--- config.mk ---
export PLATFORM = sky130hd
export DESIGN_NAME = segment_monitor
export DESIGN_NICKNAME = d
export VERILOG_FILES = /design/src/rtl/segment_monitor.sv
export SDC_FILE = /design/constraint.sdc
export NUM_CORES = 1
export LEC_CHECK = 0
export CORE_UTILIZATION = 45
export DETAILED_ROUTE_END_ITERATION = 16
export GPL_ROUTABILITY_DRIVEN = 1
export GPL_TIMING_DRIVEN = 0
export HOLD_SLACK_MARGIN = 0.12
export PLACE_DENSITY = 0.63
export SKIP_CTS_REPAIR_TIMING = 1
export SYNTH_ARGS = -nofsm -noshare
export SYNTH_HDL_FRONTEND = slang
export SYNTH_SLANG_ARGS = --single-unit
export TNS_END_PERCENT = 100
--- constraint.sdc ---
create_clock -name i_Clk -period 3.46 [get_ports i_Clk]
set_input_delay 0.692 -clock i_Clk [delete_from_list [all_inputs] [get_ports i_Clk]]
set_output_delay 0.692 -clock i_Clk [all_outputs]
set_load 0.05 [all_outputs]
--- src/rtl/segment_monitor.sv ---
// rtl/segment_monitor.sv - 7-segment bus reader with glitch filter, valid/ready digit reports
// Optional: define SEGMENT_MONITOR_ALT_GLYPHS_EN to also accept alternate 7 (0x27) and 9 (0x67) shapes.

module segment_monitor #(
    parameter int STABLE_TIME = 250_000,
    parameter bit ACTIVE_LOW  = 1'b1
) (
    input  logic       i_Clk,
    input  logic       i_Reset,
    input  logic [6:0] i_Segments,
    output logic [3:0] o_Digit,
    output logic       o_Valid,
    input  logic       i_Ready,
    output logic       o_Invalid,
    output logic       o_Overrun,
    output logic [7:0] o_Report_Count
);
    localparam int            CW         = $clog2(STABLE_TIME + 1);
    localparam logic [CW-1:0] CNT_LAST   = CW'(STABLE_TIME - 1);
    localparam logic [6:0]    IDLE_LEVEL = {7{ACTIVE_LOW}};

    typedef enum logic [1:0] {S_IDLE, S_SETTLE, S_STABLE} state_t;

    // Returns {legal, value}; value is meaningless when legal = 0.
    function automatic logic [4:0] decode(input logic [6:0] seg);
        case (seg)
            7'h3F:   decode = {1'b1, 4'h0};
            7'h06:   decode = {1'b1, 4'h1};
            7'h5B:   decode = {1'b1, 4'h2};
            7'h4F:   decode = {1'b1, 4'h3};
            7'h66:   decode = {1'b1, 4'h4};
            7'h6D:   decode = {1'b1, 4'h5};
            7'h7D:   decode = {1'b1, 4'h6};
            7'h07:   decode = {1'b1, 4'h7};
            7'h7F:   decode = {1'b1, 4'h8};
            7'h6F:   decode = {1'b1, 4'h9};
            7'h77:   decode = {1'b1, 4'hA};
            7'h7C:   decode = {1'b1, 4'hB};
            7'h39:   decode = {1'b1, 4'hC};
            7'h5E:   decode = {1'b1, 4'hD};
            7'h79:   decode = {1'b1, 4'hE};
            7'h71:   decode = {1'b1, 4'hF};
`ifdef SEGMENT_MONITOR_ALT_GLYPHS_EN
            7'h27:   decode = {1'b1, 4'h7};
            7'h67:   decode = {1'b1, 4'h9};
`else
`endif
            default: decode = 5'b0_0000;
        endcase
    endfunction

    logic [6:0]    sync1_q, sync2_q;
    logic [6:0]    cand_q, cand_d;
    logic [CW-1:0] cnt_q, cnt_d;
    state_t        state_q, state_d;
    logic [3:0]    digit_q, digit_d;
    logic          valid_q, valid_d;
    logic          invalid_q, invalid_d;
    logic          overrun_q, overrun_d;
    logic [7:0]    count_q, count_d;
    logic [3:0]    last_q, last_d;
    logic          has_last_q, has_last_d;

    logic [6:0]    sample;
    logic [4:0]    glyph;
    logic          eval;
    logic          accept;

    assign sample = sync2_q ^ {7{ACTIVE_LOW}};
    assign glyph  = decode(cand_q);
    assign accept = valid_q & i_Ready;

    always_comb begin
        cand_d     = cand_q;
        cnt_d      = cnt_q;
        state_d    = state_q;
        digit_d    = digit_q;
        valid_d    = valid_q;
        invalid_d  = 1'b0;
        overrun_d  = 1'b0;
        count_d    = count_q;
        last_d     = last_q;
        has_last_d = has_last_q;
        eval       = 1'b0;

        if (sample != cand_q) begin
            cand_d  = sample;
            cnt_d   = '0;
            state_d = S_SETTLE;
        end else if (state_q == S_SETTLE) begin
            if (cnt_q == CNT_LAST) begin
                eval    = 1'b1;
                state_d = S_STABLE;
            end else begin
                cnt_d = cnt_q + CW'(1);
            end
        end

        if (accept) begin
            valid_d = 1'b0;
            count_d = count_q + 8'd1;
        end

        // Blank patterns are silent; duplicates of the last report are suppressed.
        if (eval && (cand_q != 7'h00)) begin
            if (!glyph[4]) begin
                invalid_d = 1'b1;
            end else if (!has_last_q || (glyph[3:0] != last_q)) begin
                digit_d    = glyph[3:0];
                valid_d    = 1'b1;
                last_d     = glyph[3:0];
                has_last_d = 1'b1;
                overrun_d  = valid_q & ~i_Ready;
            end
        end
    end

    always_ff @(posedge i_Clk) begin
        if (i_Reset) begin
            // Synchronizer idles at the unlit level so reset never fakes a lit pattern.
            sync1_q    <= IDLE_LEVEL;
            sync2_q    <= IDLE_LEVEL;
            cand_q     <= 7'h00;
            cnt_q      <= '0;
            state_q    <= S_IDLE;
            digit_q    <= 4'h0;
            valid_q    <= 1'b0;
            invalid_q  <= 1'b0;
            overrun_q  <= 1'b0;
            count_q    <= 8'h00;
            last_q     <= 4'h0;
            has_last_q <= 1'b0;
        end else begin
            sync1_q    <= i_Segments;
            sync2_q    <= sync1_q;
            cand_q     <= cand_d;
            cnt_q      <= cnt_d;
            state_q    <= state_d;
            digit_q    <= digit_d;
            valid_q    <= valid_d;
            invalid_q  <= invalid_d;
            overrun_q  <= overrun_d;
            count_q    <= count_d;
            last_q     <= last_d;
            has_last_q <= has_last_d;
        end
    end

    assign o_Digit        = digit_q;
    assign o_Valid        = valid_q;
    assign o_Invalid      = invalid_q;
    assign o_Overrun      = overrun_q;
    assign o_Report_Count = count_q;

endmodule

Word level (Yosys, flattened, before mapping)
Index checks and enable logic that the tools add are counted.
{"block": "word_totals", "regBits": 57, "input_bits": 10, "out_inout_bits": 15, "elab_cells": 67}
{"block": "op_classes", "addsub": 2, "n_eq_ne": 20, "n_mux": 12, "n_bitwise": 8, "n_reduce_logical": 13}
{"op": "$eq A7 B7 Y1 const B", "count": 12}
{"op": "$pmux W5 S16", "count": 1}
{"op": "$add A18 B1 Y18 const B", "count": 1}
{"op": "$eq A18 B18 Y1 const B", "count": 1}
{"op": "$eq A7 B3 Y1 const B", "count": 2}
{"op": "$eq A7 B6 Y1 const B", "count": 2}
{"op": "$mux W1", "count": 11}
{"op": "$add A8 B1 Y8 const B", "count": 1}
{"op": "$ne A7 B7 Y1", "count": 1}
{"op": "$not A7 Y7", "count": 1}
{"op": "$reduce_bool A7 Y1", "count": 1}
{"op": "$reduce_and A2 Y1", "count": 3}
{"op": "$not A1 Y1", "count": 5}
{"op": "$ne A4 B4 Y1", "count": 1}
{"op": "$reduce_bool A2 Y1", "count": 2}
{"op": "$reduce_or A2 Y1", "count": 2}
{"op": "$reduce_or A4 Y1", "count": 1}
{"op": "$reduce_and A3 Y1", "count": 1}
{"op": "$and A1 B1 Y1", "count": 2}
{"op": "$eq A2 B1 Y1 const B", "count": 1}
{"op": "$logic_and A1 B1 Y1", "count": 1}
{"op": "$logic_not A1 Y1", "count": 1}
{"op": "$logic_or A1 B1 Y1", "count": 1}

Logic depth before layout (Yosys ltp)
Gate-level depths: netlist of run 1.
{"block": "logic_depth", "depth_word": 7, "ltp_mapped": 10, "ltp_nobuf": 8}

Worst setup path before layout of run 1
OpenSTA, ideal clock, no wires.
{"block": "synth_timing", "path_kind": "register to register", "start": "reg cnt_q[5]", "end": "reg last_q[3]", "setup_time_ps": 123, "arrival_ps": 1957, "required_ps": 3337, "slack_ps": 1380, "stages_incl_launch_ff": 9, "n_path_buf": 1, "period_less_slack_ps": 2080, "cell_sequence": "dfxtp_1 > or4b_1 > nor3_2 > and2_1 > nand4b_1 > nand2b_4 > buf_6 > a31oi_1 > mux2_1"}
{"block": "synth_between", "elab_chain_cells": 6}
{"item": "from (decl)", "line_no": "54", "text": "logic [CW-1:0] cnt_q, cnt_d;"}
{"item": "from (signal assigned)", "line_no": "137", "text": "cnt_q <= cnt_d;"}
{"item": "$eq A18 B18 Y1", "line_no": "91", "text": "if (cnt_q == CNT_LAST) begin"}
{"item": "$mux W1", "line_no": "91"}
{"item": "$mux W1", "line_no": "90", "text": "end else if (state_q == S_SETTLE) begin"}
{"item": "$mux W1", "line_no": "86", "text": "if (sample != cand_q) begin"}
{"item": "$logic_and A1 B1 Y1", "line_no": "105", "text": "if (eval && (cand_q != 7'h00)) begin"}
{"item": "$reduce_and A3 Y1 (no source line)"}
{"item": "to (signal assigned)", "line_no": "144", "text": "last_q <= last_d;"}
{"item": "to (decl)", "line_no": "61", "text": "logic [3:0] last_q, last_d;"}
No other way between the ends.
A chain may end at the register's enable or synchronous reset.

Worst setup path in the final report of run 1
{"block": "layout_timing", "start": "reg count_q[3] (netlist: o_Report_Count[3])", "end": "out o_Report_Count[3]"}
{"item": "from (decl)", "line_no": "60", "text": "logic [7:0] count_q, count_d;"}
{"item": "from (signal assigned)", "line_no": "143", "text": "count_q <= count_d;"}
{"item": "to (decl)", "line_no": "16", "text": "output logic [7:0] o_Report_Count"}
No word-level cell between the ends.

==> results of run 1 <==
## worst register-to-register path, stage by stage, from the launching register on
cell      delay [ns]
dfxtp_1         0.36
or4_1           0.55
nor2_1          0.16
and2_1          0.17
nand4b_1        0.13
nand2b_4        0.17
buf_6           0.13
a31oi_1         0.16
mux2_1          0.33
## per-layer routing
layer / GRT usage [%] / share of wire, % / up-vias
met4: 11.89 / 2.3 / 0
met1: 22.87 / 50 / 890
met5: 0 / 0 / -
met2: 27.17 / 43 / 46
li1: - / - / 1052
met3: 4.353 / 5.2 / 10
## cell usage after synthesis (all sizes together), types with 2 or more instances
cell | instances | area, µm²
a21oi | 16 | 80.08
or4 | 3 | 22.52
nor2b | 3 | 18.77
nand2b | 4 | 32.53
and3 | 4 | 25.02
dfxtp | 57 | 1141
ha | 2 | 25.02
buf | 10 | 58.81
or2 | 17 | 106.4
inv | 7 | 26.28
or3 | 6 | 37.54
nand2 | 19 | 71.32
nand4 | 3 | 18.77
nor4 | 3 | 33.78
o21ai | 4 | 20.02
or4b | 2 | 20.02
mux2i | 3 | 30.03
nor2 | 38 | 142.6
nor3 | 9 | 50.05
xor2 | 17 | 148.9
clkbuf | 6 | 22.52
a211oi | 2 | 15.01
xnor2 | 15 | 131.4
nand3 | 14 | 70.07
nand4b | 2 | 17.52
nand4bb | 2 | 22.52
## report_power, final
group          switching [mW]  total, mW  internal (mW)
Clock                   0.263      0.756          0.494
Combinational          0.0376     0.0700         0.0323
Sequential            0.00576      0.674          0.668
Total                   0.306       1.50           1.19
## cell type report
type                       count  area share, %
buffer                        16          2.587
multi-input combinational    207          42.06
clock inverter                 6          3.343
clock buffer                  10          4.377
inverter                       7         0.8357
tap                           72          2.865
timing repair buffer          24          7.640
sequential                    57          36.29
## sequential cells by signal (all words and copies together) (netlist names)
name	cells
last_q	4
o_Report_Count	8
has_last_q	1
state_q	2
sync1_q	7
o_Valid	1
cand_q	7
cnt_q	18
o_Overrun	1
o_Invalid	1
sync2_q	7
## metrics by stage
step	power, mW	std cells	worst slack, ns	utilization, %	cell area (µm²)
floorplan	0.7351	287	1.380	-	2571
global placement	0.7587	383	1.039	52.69	2902
detailed placement	0.7592	383	1.017	52.69	2902
CTS	1.525	399	1.161	57.10	3144
global route	1.555	399	1.034	57.10	3144
finish	1.500	399	1.189	57.10	3144
## worst paths after layout
check / cells past startpoint / endpoint
worst max-delay path: 1 / o_Report_Count[3]
worst min-delay path: 1 / sync2_q[4]
worst max register to register: 8 / last_q[3]
worst min register to register: 1 / sync2_q[4]
## cell families after synthesis
kind of cell | Yosys count
AO/OA/AOI/OAI | 34
XOR/XNOR | 32
adder cells (fa/ha/maj) | 2
buffers and inverters | 23
flip-flops | 57
multiplexers | 4
AND/OR/NAND/NOR | 135
==> impl_metrics.csv, run 1 <==
group,metric,value,unit
run_status,outcome,"completed",
yosys,async_reset_ff_share,0,%
sta,setup_violations,0,
die,core,5507,µm²
detailed_routing,routed_via_density,5.008,
layout,antenna_cells,0,
critical_path,end_kind,"output pin",
yosys,yosys-mux-area-fraction,1.606,%
clocking,cts_root_buf,"clkbuf_8",
critical_path,crit_fanout,5,
yosys,seq_area_frac_synth,44.38,%
power_and_ir_drop,power.density,477.1,nW/µm²
critical_path,path_buf_inv,1,
yosys,synth_top_family_by_area,"simple AND/OR/NAND/NOR gates",
global_routing,overflow,0,
run,maxCapViolCount,0,
critical_path,startpoint_type,"flop",
yosys,synthAdderAreaFrac,0.9732,%
sta,max_freq,440.4,MHz
clocking,clock_path_buffers,2,
detailed_routing,totalWireLength,4736,µm
clocking,numCtsBuffers,9,
clocking,clock-sinks,57,
critical_path,cp_slowest_cell,"clkdlybuf4s50_1",
die,die_x,77.59,µm
critical_path,worst_r2r_startpoint,"cnt_q[4]",
critical_path,crit_path_start,"o_Report_Count[3]",
sta,maxSlewViolCount,0,
sta,fin_crit,2.271,ns
die,initial_core_util,46.69,%
die,rows,27,
yosys,yosys.area_share.simple,28.76,%
clocking,path_clk_slew,0.07,ns
detailed_routing,first_pass_iters,5,
clocking,clk_latency,0.34,ns
critical_path,required,2.77,ns
detailed_routing,antenna_left,0,
yosys,synth_xor_area_share,10.90,%
yosys,synth.cell_area,2571,µm²
yosys,synth-seq-cells,57,
sta,hold_slack,0.4030,ns
power_and_ir_drop,p_leak,1.134,nW
detailed_routing,drt-initial-drc-count,93,
critical_path,cp.arrival,1.58,ns
sta,rsz0062_at_grt,"no",
clocking,htree_levels,3,
global_routing,grt_pass1_vias,1799,
layout,multiInputGateArea,1323,µm²
sta,max_slew_margin,62.71,%
critical_path,path_cells,"clkdlybuf4s50_1",
detailed_routing,num_vias,1998,
layout,most-common-layout-cells,"dfxtp_1, nor2_1, clkdlybuf4s50_1",
yosys,yosys_warnings,0,
global_routing,track_usage,18.05,%
layout,final_common_cell,"dfxtp_1",
sta,tightest_slew,0.5550,ns
global_routing,grt_max_degree,11,
sta,fin_setup_tns,0,ns
critical_path,critical-path-top-delay-family,"buffers and inverters",
layout,regArea,1141,µm²
yosys,synth-compound-area-share,9.197,%
yosys,synth_cells,287,
yosys,syn-num-nets,299,
clocking,cts_tree,"done",
detailed_routing,drc,0,
global_routing,grt_pass1_wl,8266,µm
placed_design,gp_congestion,0.8178,
hold_path,worstHoldStart,"sync1_q[4]",
layout,syn_to_final_growth,22.29,%
sta,hold_violations,0,
yosys,syn_area_per_cell,8.959,µm²
placed_design,dp_hpwl,3330,µm
die,io_pins,25,
critical_path,reg2reg_slack,1.19,ns
layout,fillers,494,
layout,drive_gt1_share,14.07,%
layout,nets,334,
detailed_routing,wl_per_cell,11.87,µm
placed_design,place.port_buffers,24,
critical_path,critPathKind,"reg2out",
sta,clock_skew,0.007089,ns
hold_path,hp-class,"reg2reg",
sta,period_share,65.63,%
die,die_area,6020,µm²
yosys,synthDistinctLibCells,52,
yosys,synth_flop_cell,"dfxtp_1",
yosys,synth_edf_count,0,
critical_path,critPathMaxStageDelay,0.83,ns
global_routing,antenna_found_initial,0,
die,die_h,77.59,µm
power_and_ir_drop,ir_worst_vdd,0.0003069,V
No activity file was read; power rests on OpenSTA's default activity.
==> run 2: changes to the inputs <==
- clock period: 3.46 -> 2.2 ns (I/O delays scaled with it)
==> impl_metrics.csv, run 2 (synthesis results as in run 1) <==
group,metric,value,unit
critical_path,critPathMaxStageDelay,0.56,ns
run,maxCapViolCount,0,
clocking,path_clk_slew,0.07,ns
sta,period_share,98.86,%
detailed_routing,drt-initial-drc-count,106,
critical_path,end_kind,"flop",
detailed_routing,wl_per_cell,12.19,µm
layout,fillers,490,
clocking,numCtsBuffers,9,
clocking,cts_root_buf,"clkbuf_8",
critical_path,cp.arrival,2.40,ns
global_routing,track_usage,18.05,%
layout,drive_gt1_share,21.52,%
detailed_routing,first_pass_iters,5,
critical_path,path_buf_inv,0,
die,rows,27,
critical_path,required,2.43,ns
sta,max_freq,459.8,MHz
global_routing,grt_pass1_vias,1799,
critical_path,crit_fanout,9,
placed_design,dp_slack,-0.03392,ns
power_and_ir_drop,power.density,721.5,nW/µm²
sta,fin_crit,2.175,ns
placed_design,dp_hpwl,3330,µm
layout,multiInputGateArea,1411,µm²
sta,tightest_slew,0.5994,ns
die,die_h,77.59,µm
power_and_ir_drop,total_power,2.366,mW
layout,nets,337,
hold_path,hp-class,"reg2reg",
layout,most-common-layout-cells,"dfxtp_1, nor2_1, clkdlybuf4s50_1",
sta,maxSlewViolCount,0,
die,die_area,6020,µm²
sta,fin_ws,0.02515,ns
clocking,htree_levels,3,
power_and_ir_drop,p_leak,1.194,nW
layout,syn_to_final_growth,27.54,%
die,die_x,77.59,µm
clocking,cts_tree,"done",
detailed_routing,antenna_left,0,
die,core,5507,µm²
placed_design,place.port_buffers,24,
sta,hold_violations,0,
die,initial_core_util,46.69,%
global_routing,overflow,0,
global_routing,grt_max_degree,11,
clocking,clock_path_buffers,2,
global_routing,grt_pass1_wl,8266,µm
power_and_ir_drop,ir_worst_vdd,0.0004831,V
layout,regArea,1150,µm²
sta,max_slew_margin,59.73,%
detailed_routing,routed_via_density,4.990,
clocking,clk_latency,0.34,ns
critical_path,critical-path-top-delay-family,"simple AND/OR/NAND/NOR gates",
critical_path,path_cells,"or4_4 > nor2_2 > and2_4 > nand4b_1 > nand2b_4 > a31oi_4 > mux2_4",
critical_path,startpoint_type,"flop",
placed_design,gp_congestion,0.8178,
sta,setup_violations,0,
detailed_routing,totalWireLength,4900,µm
sta,rsz0062_at_grt,"yes",
critical_path,cp_slowest_cell,"or4_4",
clocking,clock-sinks,57,
sta,clock_skew,0.007809,ns
global_routing,antenna_found_initial,0,
detailed_routing,num_vias,2006,
layout,top_register,"cnt_q",
critical_path,critPathKind,"reg2reg",
layout,antenna_cells,0,
layout,final_common_cell,"dfxtp_1",
layout,largest_reg_flops,18,
run_status,outcome,"completed",
detailed_routing,drc,0,
die,io_pins,25,
## run 2: changes by cell type in the layout (fill, tap and decap cells not counted), moves of 3 or more
cell     delta
buf_2       -4
buf_4       +6
dfxtp_1     -5
dfxtp_2     +4
nor3_1      -3
## run 2: final timing paths
check	startpoint	endpoint	slack, ns	depth (start not counted)
setup / recovery	cnt_q[4]	last_q[3]	0.03	7
hold / removal	sync1_q[4]	sync2_q[4]	0.40	1
setup reg to reg	cnt_q[4]	last_q[3]	0.03	7
hold reg to reg	sync1_q[4]	sync2_q[4]	0.40	1
## run 2: where the power goes
group / internal [mW] / switching [mW]
Combinational: 0.0533 / 0.0603
Clock: 0.777 / 0.417
Sequential: 1.05 / 0.00933
Total: 1.88 / 0.487
## run 2: per-stage QoR
stage | cell area [µm²] | util [%] | setup TNS [ns] | std cells | hold slack [ns]
after floorplan | 2571 | - | 0 | 287 | 0.3895
after global placement | 2902 | 52.69 | -0.04189 | 383 | 0.3916
after detailed placement | 2902 | 52.69 | -0.03392 | 383 | 0.3923
after CTS | 3144 | 57.10 | -0.08751 | 399 | 0.4045
after global routing | 3279 | 59.55 | -0.1073 | 402 | 0.4168
final | 3279 | 59.55 | 0 | 402 | 0.4029
## run 2: metal layers
layer | GRT usage [%] | vias to the layer above | routed length [µm]
met5 | 0 | - | 0
met4 | 11.89 | 0 | 91
met3 | 4.353 | 9 | 181
met2 | 27.17 | 30 | 2219
met1 | 22.87 | 913 | 2408
li1 | - | 1054 | -
## run 2: worst register-to-register path, stage by stage (launching register included)
cell and delay, ns:
dfxtp_1 0.37, or4_4 0.56, nor2_2 0.15, and2_4 0.16, nand4b_1 0.13, nand2b_4 0.22, a31oi_4 0.17, mux2_4 0.31
## run 2: layout make-up
cell class	count	share of cell area, %
Tap cell	72	2.747
Buffer	15	2.709
Timing Repair Buffer	28	8.241
Multi-Input combinational cell	207	43.04
Sequential cell	57	35.06
Clock buffer	10	4.197
Inverter	7	0.8012
Clock inverter	6	3.205
==> run 3: changes to the inputs <==
- DONT_BUFFER_PORTS: unset -> 1
- PLACE_DENSITY: 0.63 -> 0.58
- RECOVER_POWER: unset -> 100
==> impl_metrics.csv, run 3 (synthesis results as in run 1) <==
group,metric,value,unit
sta,fin_crit,2.128,ns
sta,clock_skew,0.009784,ns
power_and_ir_drop,sequentialPowerShare,47.9,%
detailed_routing,drc,0,
die,die_area,6020,µm²
critical_path,end_kind,"flop",
placed_design,place.port_buffers,0,
die,core,5507,µm²
clocking,cts_tree,"done",
clocking,clk_latency,0.33,ns
detailed_routing,antenna_left,0,
sta,tightest_slew,0.6195,ns
critical_path,critical_path_depth,7,
sta,fin_setup_tns,0,ns
detailed_routing,totalWireLength,4933,µm
clocking,numCtsBuffers,9,
sta,rsz0062_at_grt,"yes",
clocking,cts_root_buf,"clkbuf_8",
layout,drive_gt1_share,23.38,%
sta,fin_ws,0.07208,ns
layout,antenna_cells,0,
run,maxCapViolCount,0,
die,io_pins,25,
power_and_ir_drop,p_comb_share,4.6,%
power_and_ir_drop,p_leak,1.104,nW
global_routing,overflow,0,
layout,layoutNonFillerInstCount,380,
global_routing,track_usage,17.48,%
sta,hold_violations,0,
critical_path,crit_fanout,6,
layout,syn_to_final_growth,17.62,%
detailed_routing,drt-initial-drc-count,103,
layout,most-common-layout-cells,"dfxtp_1, nor2_1, nand2_1",
critical_path,cp_slowest_cell,"or4b_4",
layout,largest_reg_flops,18,
layout,postLayoutCellArea,3024,µm²
power_and_ir_drop,p_sw_share,20.71,%
run_status,outcome,"completed",
die,die_x,77.59,µm
global_routing,grt_pass1_wl,8045,µm
sta,max_slew_margin,58.65,%
layout,nets,316,
clocking,htree_levels,3,
placed_design,gp_congestion,0.8362,
die,die_h,77.59,µm
layout,top_register,"cnt_q",
clocking,clock-sinks,57,
global_routing,antenna_found_initial,0,
global_routing,grt_max_degree,11,
critical_path,path_cells,"or4b_4 > nor3_4 > and2_4 > nand4b_1 > nand2b_4 > a31oi_4 > mux2_4",
critical_path,critPathMaxStageDelay,0.52,ns
die,rows,27,
sta,maxSlewViolCount,0,
power_and_ir_drop,ir_worst_vdd,0.0004039,V
layout,fin_util,54.92,%
power_and_ir_drop,p_sw,0.4581,mW
power_and_ir_drop,total_power,2.212,mW
hold_path,hp-class,"in2reg",
sta,hold_slack,0.2137,ns
clocking,clock_path_buffers,2,
placed_design,dp_slack,-0.05196,ns
sta,period_share,96.72,%
hold_path,worstHoldPathCells,1,
critical_path,startpoint_type,"flop",
placed_design,dp_hpwl,3346,µm
critical_path,path_buf_inv,0,
detailed_routing,wl_per_cell,12.98,µm
sta,max_freq,469.9,MHz
detailed_routing,routed_via_density,5.221,
die,initial_core_util,46.69,%
power_and_ir_drop,power.density,731.4,nW/µm²
placed_design,dp_cells,359,
sta,setup_violations,0,
critical_path,critPathKind,"reg2reg",
critical_path,reg2reg_slack,0.07,ns
power_and_ir_drop,p_clk_share,47.5,%
detailed_routing,num_vias,1984,
layout,final_common_cell,"dfxtp_1",
detailed_routing,first_pass_iters,4,
placed_design,placed_area,2661,µm²
critical_path,ff2ff_path_depth,7,
critical_path,critical-path-top-delay-family,"simple AND/OR/NAND/NOR gates",
global_routing,grt_pass1_vias,1758,
clocking,path_clk_slew,0.06,ns
critical_path,cp.arrival,2.35,ns
power_and_ir_drop,power.internal,1.754,mW
critical_path,required,2.42,ns
-- run 3: final cells by class --
cell class	count	area, µm²
multi-input combinational	207	1401
clock inverter	3	65.06
clock buffer	12	145.1
fill	502	2482
timing repair buffer	8	60.06
inverter	7	26.28
sequential	57	1151
tap	72	90.09
buffer	14	85.08
-- run 3: final timing paths --
path	startpoint	endpoint
setup / recovery	cnt_q[5]	last_q[3]
hold / removal	i_Segments[6]	sync1_q[6]
setup reg to reg	cnt_q[5]	last_q[3]
hold reg to reg	sync1_q[0]	sync2_q[0]
-- run 3: per-layer routing --
layer / vias to the layer above / track usage [%] / wire length [µm]
li1: 1015 / - / -
met1: 918 / 22.81 / 2411
met2: 44 / 25.84 / 2223
met3: 7 / 6.706 / 240
met4: 0 / 6.792 / 57
met5: - / 0 / 0
-- run 3: power by group through the flow --
stage / Sequential (mW) / Combinational, mW / Clock [mW]
CTS: 1.06 / 0.0954 / 1.08
global placement: 1.08 / 0.0941 / 0
floorplan: 1.08 / 0.0756 / 0
detailed placement: 1.08 / 0.0949 / 0
finish: 1.06 / 0.102 / 1.05
global route: 1.06 / 0.113 / 1.13
